==> src/rtl/pc_fetch_sequencer.sv <==
// -----------------------------------------------------------------------------
// pc_fetch_sequencer
//
// Purpose
//   Owns the program counter of the 32-bit core and runs the instruction-fetch
//   handshake with instruction memory. One fetch request is issued per
//   instruction. After each delivered instruction the FSM picks the next PC:
//   sequential increment, branch redirect, stall hold or halt. A fetch that
//   is never acknowledged ends in a sticky ERROR state that only reset clears.
//
// Parameters
//   ADDR_W    PC / instruction address width
//   RESET_PC  PC loaded on reset and on every start from IDLE or HALTED
//   MAX_WAIT  consecutive un-acked request cycles before timeout (>= 1)
//
// Ports
//   clk          in   rising-edge clock
//   reset        in   asynchronous, active-low reset
//   start        in   begin execution at RESET_PC (honoured in IDLE/HALTED)
//   halt         in   stop after the current instruction (ISSUE/HOLD)
//   stall        in   hold the PC and issue no new fetch (ISSUE/HOLD)
//   br_taken     in   redirect the next fetch to br_target (ISSUE/HOLD)
//   br_target    in   branch/jump destination, used verbatim
//   imem_ack     in   memory accepted and returned the request (FETCH only)
//   imem_req     out  fetch request level, held until acknowledged
//   imem_addr    out  fetch address, always equal to pc
//   pc           out  current program counter
//   instr_valid  out  one-cycle pulse: the instruction at pc was delivered
//   busy         out  high in FETCH, ISSUE or HOLD
//   timeout_err  out  sticky fetch-timeout flag
// -----------------------------------------------------------------------------
module pc_fetch_sequencer #(
   parameter int unsigned       ADDR_W   = 5,
   parameter logic [ADDR_W-1:0] RESET_PC = '0,
   parameter int unsigned       MAX_WAIT = 15
) (
   input  logic              clk,
   input  logic              reset,
   input  logic              start,
   input  logic              halt,
   input  logic              stall,
   input  logic              br_taken,
   input  logic [ADDR_W-1:0] br_target,
   input  logic              imem_ack,
   output logic              imem_req,
   output logic [ADDR_W-1:0] imem_addr,
   output logic [ADDR_W-1:0] pc,
   output logic              instr_valid,
   output logic              busy,
   output logic              timeout_err
);

   // The wait counter only has to reach MAX_WAIT-1, so $clog2(MAX_WAIT) bits
   // are enough; keep at least one bit for the MAX_WAIT == 1 corner.
   localparam int unsigned      CNT_W     = (MAX_WAIT > 1) ? $clog2(MAX_WAIT) : 1;
   localparam logic [CNT_W-1:0] WAIT_LAST = CNT_W'(MAX_WAIT - 1);

   typedef enum logic [2:0] {
      ST_IDLE   = 3'd0,
      ST_FETCH  = 3'd1,
      ST_ISSUE  = 3'd2,
      ST_HOLD   = 3'd3,
      ST_HALTED = 3'd4,
      ST_ERROR  = 3'd5
   } state_t;

   state_t            state_q, state_d;
   logic [ADDR_W-1:0] pc_q, pc_d;
   logic [CNT_W-1:0]  wait_cnt_q, wait_cnt_d;

   // -------------------------------------------------------------------------
   // State registers. Reset is asynchronous so that an in-flight request is
   // withdrawn immediately, even in the middle of a fetch.
   // -------------------------------------------------------------------------
   always_ff @(posedge clk or negedge reset) begin
      if (!reset) begin
         state_q    <= ST_IDLE;
         pc_q       <= RESET_PC;
         wait_cnt_q <= '0;
      end else begin
         state_q    <= state_d;
         pc_q       <= pc_d;
         wait_cnt_q <= wait_cnt_d;
      end
   end

   // -------------------------------------------------------------------------
   // Next-state logic
   // -------------------------------------------------------------------------
   always_comb begin
      state_d    = state_q;
      pc_d       = pc_q;
      wait_cnt_d = wait_cnt_q;

      unique case (state_q)
         ST_IDLE, ST_HALTED: begin
            if (start) begin
               pc_d       = RESET_PC;
               wait_cnt_d = '0;
               state_d    = ST_FETCH;
            end
         end

         ST_FETCH: begin
            if (imem_ack) begin
               wait_cnt_d = '0;
               state_d    = ST_ISSUE;
            end else if (wait_cnt_q == WAIT_LAST) begin
               // This was the MAX_WAIT-th consecutive cycle without an ack.
               wait_cnt_d = '0;
               state_d    = ST_ERROR;
            end else begin
               wait_cnt_d = wait_cnt_q + CNT_W'(1);
            end
         end

         // ISSUE and HOLD share one priority chain: halt beats a branch, and
         // a branch beats a stall, so a redirect arriving mid-stall is taken.
         ST_ISSUE, ST_HOLD: begin
            if (halt) begin
               state_d = ST_HALTED;
            end else if (br_taken) begin
               pc_d       = br_target;
               wait_cnt_d = '0;
               state_d    = ST_FETCH;
            end else if (stall) begin
               state_d = ST_HOLD;
            end else begin
               // Natural ADDR_W-bit wrap: the top address rolls over to 0.
               pc_d       = pc_q + ADDR_W'(1);
               wait_cnt_d = '0;
               state_d    = ST_FETCH;
            end
         end

         ST_ERROR: begin
            // Terminal until reset; start is deliberately not honoured here.
            state_d = ST_ERROR;
         end

         default: begin
            state_d    = ST_IDLE;
            pc_d       = RESET_PC;
            wait_cnt_d = '0;
         end
      endcase
   end

   // -------------------------------------------------------------------------
   // Outputs are pure decodes of the registered state, so none of them
   // depends combinationally on an input.
   // -------------------------------------------------------------------------
   assign imem_req    = (state_q == ST_FETCH);
   assign instr_valid = (state_q == ST_ISSUE);
   assign busy        = (state_q == ST_FETCH) || (state_q == ST_ISSUE) ||
                        (state_q == ST_HOLD);
   assign timeout_err = (state_q == ST_ERROR);
   assign pc          = pc_q;
   assign imem_addr   = pc_q;

endmodule

==> config.mk <==
export PLATFORM = sky130hd
export DESIGN_NAME = pc_fetch_sequencer
export DESIGN_NICKNAME = d
export VERILOG_FILES = /design/src/rtl/pc_fetch_sequencer.sv
export SDC_FILE = /design/constraint.sdc
export NUM_CORES = 1
export LEC_CHECK = 0
export CAP_MARGIN = 20
export CORE_MARGIN = 1
export CORE_UTILIZATION = 35
export CTS_CLUSTER_DIAMETER = 30
export CTS_CLUSTER_SIZE = 28
export DETAILED_ROUTE_END_ITERATION = 8
export DONT_BUFFER_PORTS = 1
export SLEW_MARGIN = 20
export SYNTH_ARGS = -nofsm -noshare
export SYNTH_HDL_FRONTEND = slang
export SYNTH_SLANG_ARGS = --single-unit
==> constraint.sdc <==
create_clock -name clk -period 1.7 [get_ports clk]
set_clock_uncertainty 0.05 [all_clocks]
set_input_delay 0.34 -clock clk [delete_from_list [all_inputs] [get_ports clk]]
set_output_delay 0.34 -clock clk [all_outputs]
set_load 0.02 [all_outputs]
==> flow_metrics.env <==
export IMPL_status="finished, final reports clean"
export IMPL_finalNetCount=115
export IMPL_grt_setup_unrepaired="no"
export IMPL_grt_pass1_vias=660
export IMPL_hold_viol_final=0
export IMPL_pwr_share_seq_pct=34.5
export IMPL_finalCriticalPeriod_ps=1625
export IMPL_die_w_um=51.49
export IMPL_ant_nets=0
export IMPL_hold_path_class="in -> reg"
export IMPL_portBuffers=0
export IMPL_cts_tree="yes"
export IMPL_min_period_over_period_pct=95.57
export IMPL_core_mm2=0.002255
export IMPL_antenna_found_initial=0
export IMPL_critPathRequiredTime_ps=1310
export IMPL_nFillCells=234
export IMPL_die_h_um=51.49
export IMPL_hold_depth=1
export IMPL_timing_rr_start="state_q[1]$_DFFE_PN0P_"
export IMPL_area_delta_synth_final_pct=12.12
export IMPL_yosysTopAreaCellShare_pct=35.04
export IMPL_cts_sinks=12
export IMPL_via_per_inst=5.378
export IMPL_synth_cell_types=37
export IMPL_synth_nets=109
export IMPL_slew_violations=0
export IMPL_grt_pass1_wl_um=2967
export IMPL_dieArea_mm2=0.002651
export IMPL_grt_ovfl_total=0
export IMPL_max_freq_mhz=615.5
export IMPL_yosys_warnings=0
export IMPL_clk_pin_slew_ps=80
export IMPL_reg2reg_setup_slack_ps=120
export IMPL_grt_max_degree=13
export IMPL_worstPathMaxFanout=10
export IMPL_rows=17
export IMPL_avgRoutedWirePerCell_um=13.92
export IMPL_diodes=0
export IMPL_final_cells=127
export IMPL_clkPwrFrac_pct=16.7
export IMPL_dpl_worst_slack_ps=150.7
export IMPL_cap_violations=0
export IMPL_p_leak_uw=0.0004490
export IMPL_syn_inst=94
export IMPL_critPathLaunchType="register"
export IMPL_drive_above_1_share_pct=22.22
export IMPL_cts_htree_levels=1
export IMPL_rr_endpoint="wait_cnt_q[2]$_DFFE_PN0P_"
export IMPL_power_total_uw=1432
export IMPL_syn_area_um2=857.1
export IMPL_cts_buffer_depth=2
export IMPL_yosys_area_top_type="dfrtp_1"
export IMPL_dp_hpwl_um=1342
export IMPL_dr_first_iter_drc_count=18
export IMPL_p_sw_share_pct=45.19
export IMPL_synth_area_leaders="dfrtp_1 (35%), buf_4 (5.3%), nor2_1 (5.3%), nor2b_1 (5.1%), ha_1 (4.4%)"
export IMPL_ir_drop_uv=752.7
export IMPL_reg2regPathDepth=4
export IMPL_worstSetupEndpointType="output pin"
export IMPL_maxSlewHeadroom_pct=62.01
export IMPL_p_int_uw=785.1
export IMPL_critPathArrivalTime_ps=1230
export IMPL_setup_viol=0
export IMPL_grt_total_usage_pct=15.61
export IMPL_p_switching_uw=647.3
export IMPL_worstSkewPairLatency_ps=280
export IMPL_via_count=683
export IMPL_first_pass_iters=4
export IMPL_numCtsBuffers=3
export IMPL_cts_root_buffer="clkbuf_4"
export IMPL_cts_setup_buffers=0
export IMPL_worstSetupPathType="reg -> out"
export IMPL_syn_avg_cell_area_um2=9.118
export IMPL_drc=0
export IMPL_start_util_pct=38.01
export IMPL_dp_cells=122
export IMPL_layout_setup_ws_ps=75.34
export IMPL_ys_ff_latch=12
export IMPL_final_area_um2=960.9
export IMPL_gp_congestion=0.7915
export IMPL_hp_start="halt"
export IMPL_drt_wl_total_um=1768
export IMPL_placed_area_um2=898.4
export IMPL_seq_area_frac_synth_pct=35.04
export IMPL_holdPathEnd="state_q[0]$_DFFE_PN0P_"
export IMPL_worst_pin_slew_ps=568.0
export IMPL_pwr_share_comb_pct=48.8
export IMPL_ios=26
export IMPL_cellPowerDensity_mw_per_mm2=1491
## repair_timing
| item | 4_1_cts | 5_1_grt |
|---|---|---|
| endpoints found under the hold margin | 12 | 0 |
| endpoints found under the setup margin | 4 | 3 |
| resized for setup | 2 | 4 |
| hold buffers | 1 | 0 |
## metrics by stage
step | TNS, ps | utilization (%) | hold slack [ps]
5_1_grt | 0 | 42.62 | 95.97
6_report | 0 | 42.62 | 109.1
3_3_place_gp | 0 | 39.84 | -5.317
3_5_place_dp | 0 | 39.84 | -5.290
4_1_cts | -3.709 | 42.06 | 103.7
2_1_floorplan | 0 | - | -5.591
## worst max-delay path: stages (launching register included)
cell      delay, ps
dfrtp_2         490
nand2b_2        240
nor2_2          220
## Yosys cell counts, drive strengths merged
cell / count
a211o: 1
a21o: 3
a21oi: 4
a221o: 1
a221oi: 1
a22o: 2
a22oi: 1
a2bb2oi: 1
a31oi: 2
and2b: 1
buf: 7
clkbuf: 1
dfrtp: 12
ha: 3
inv: 4
mux2: 2
mux2i: 2
nand2: 4
nand2b: 3
nand3: 3
nand3b: 2
nor2: 12
nor2b: 7
nor3: 1
nor3b: 2
o21ai: 4
o22ai: 1
o2bb2ai: 1
o32ai: 1
o41ai: 1
or3: 3
xnor2: 1
## power groups by stage
stage	sequential, uW	combinational (uW)	clock, uW
after floorplan	479	548	0
after global placement	487	657	0
after detailed placement	491	662	0
after CTS	487	681	250
after global routing	511	770	263
final	495	699	239
## worst max path at each step
stage                                       from  slack, ps  cells past startpoint                   endpoint
after floorplan           state_q[1]$_DFFE_PN0P_        190                      4   imem_addr[1]$_DFFE_PN0P_
after global placement    state_q[1]$_DFFE_PN0P_        190                      4  wait_cnt_q[2]$_DFFE_PN0P_
after detailed placement  state_q[1]$_DFFE_PN0P_        150                      4  wait_cnt_q[2]$_DFFE_PN0P_
after CTS                 state_q[1]$_DFFE_PN0P_         -4                      2                timeout_err
after global routing      state_q[1]$_DFFE_PN0P_         20                      2                timeout_err
final                     state_q[1]$_DFFE_PN0P_         80                      2                timeout_err
## layout by cell type, fill, tap and decap left out, types with 2 or more instances in the layout
| master | count |
|---|---|
| dfrtp_1 | 11 |
| mux2i_1 | 2 |
| buf_4 | 8 |
| a22o_1 | 2 |
| a21o_1 | 3 |
| a21oi_1 | 4 |
| nand3_1 | 3 |
| or3_1 | 2 |
| o21ai_1 | 3 |
| inv_1 | 4 |
| clkbuf_4 | 3 |
| nor2b_1 | 7 |
| nand2_1 | 4 |
| mux2_1 | 2 |
| nor2_1 | 9 |
| nand3b_1 | 2 |
| nor2_2 | 3 |
| ha_1 | 3 |
| nor3b_1 | 2 |
## area by class of cell
type | count | area (um^2) | share of cell area, %
inverter | 4 | 15.01 | 1.562
multi-input combinational | 70 | 503.0 | 52.34
timing repair buffer | 9 | 70.07 | 7.292
clock buffer | 4 | 36.28 | 3.776
sequential | 12 | 301.5 | 31.38
tap | 28 | 35.03 | 3.646
## metal layers
layer / vias up / share of wire [%] / global-route usage (%)
li1: 341 / - / -
met1: 323 / 47 / 18.50
met2: 17 / 47 / 24.68
met3: 2 / 5.1 / 6.548
met4: 0 / 0.96 / 6.306
met5: - / 0 / 0
## sequential cells by signal, indices dropped and copies added (netlist names)
register	count
imem_addr	5
wait_cnt_q	4
state_q	3
## logic make-up after synthesis
family | after synthesis | synth area share (%)
flops | 12 | 35.04
simple gates | 38 | 24.38
xor+xnor | 1 | 1.022
compound gates | 24 | 22.19
fa+ha+maj | 3 | 4.380
mux | 4 | 4.963
buf+inv | 12 | 8.027
Note: power is estimated with default switching activity, not from simulation.
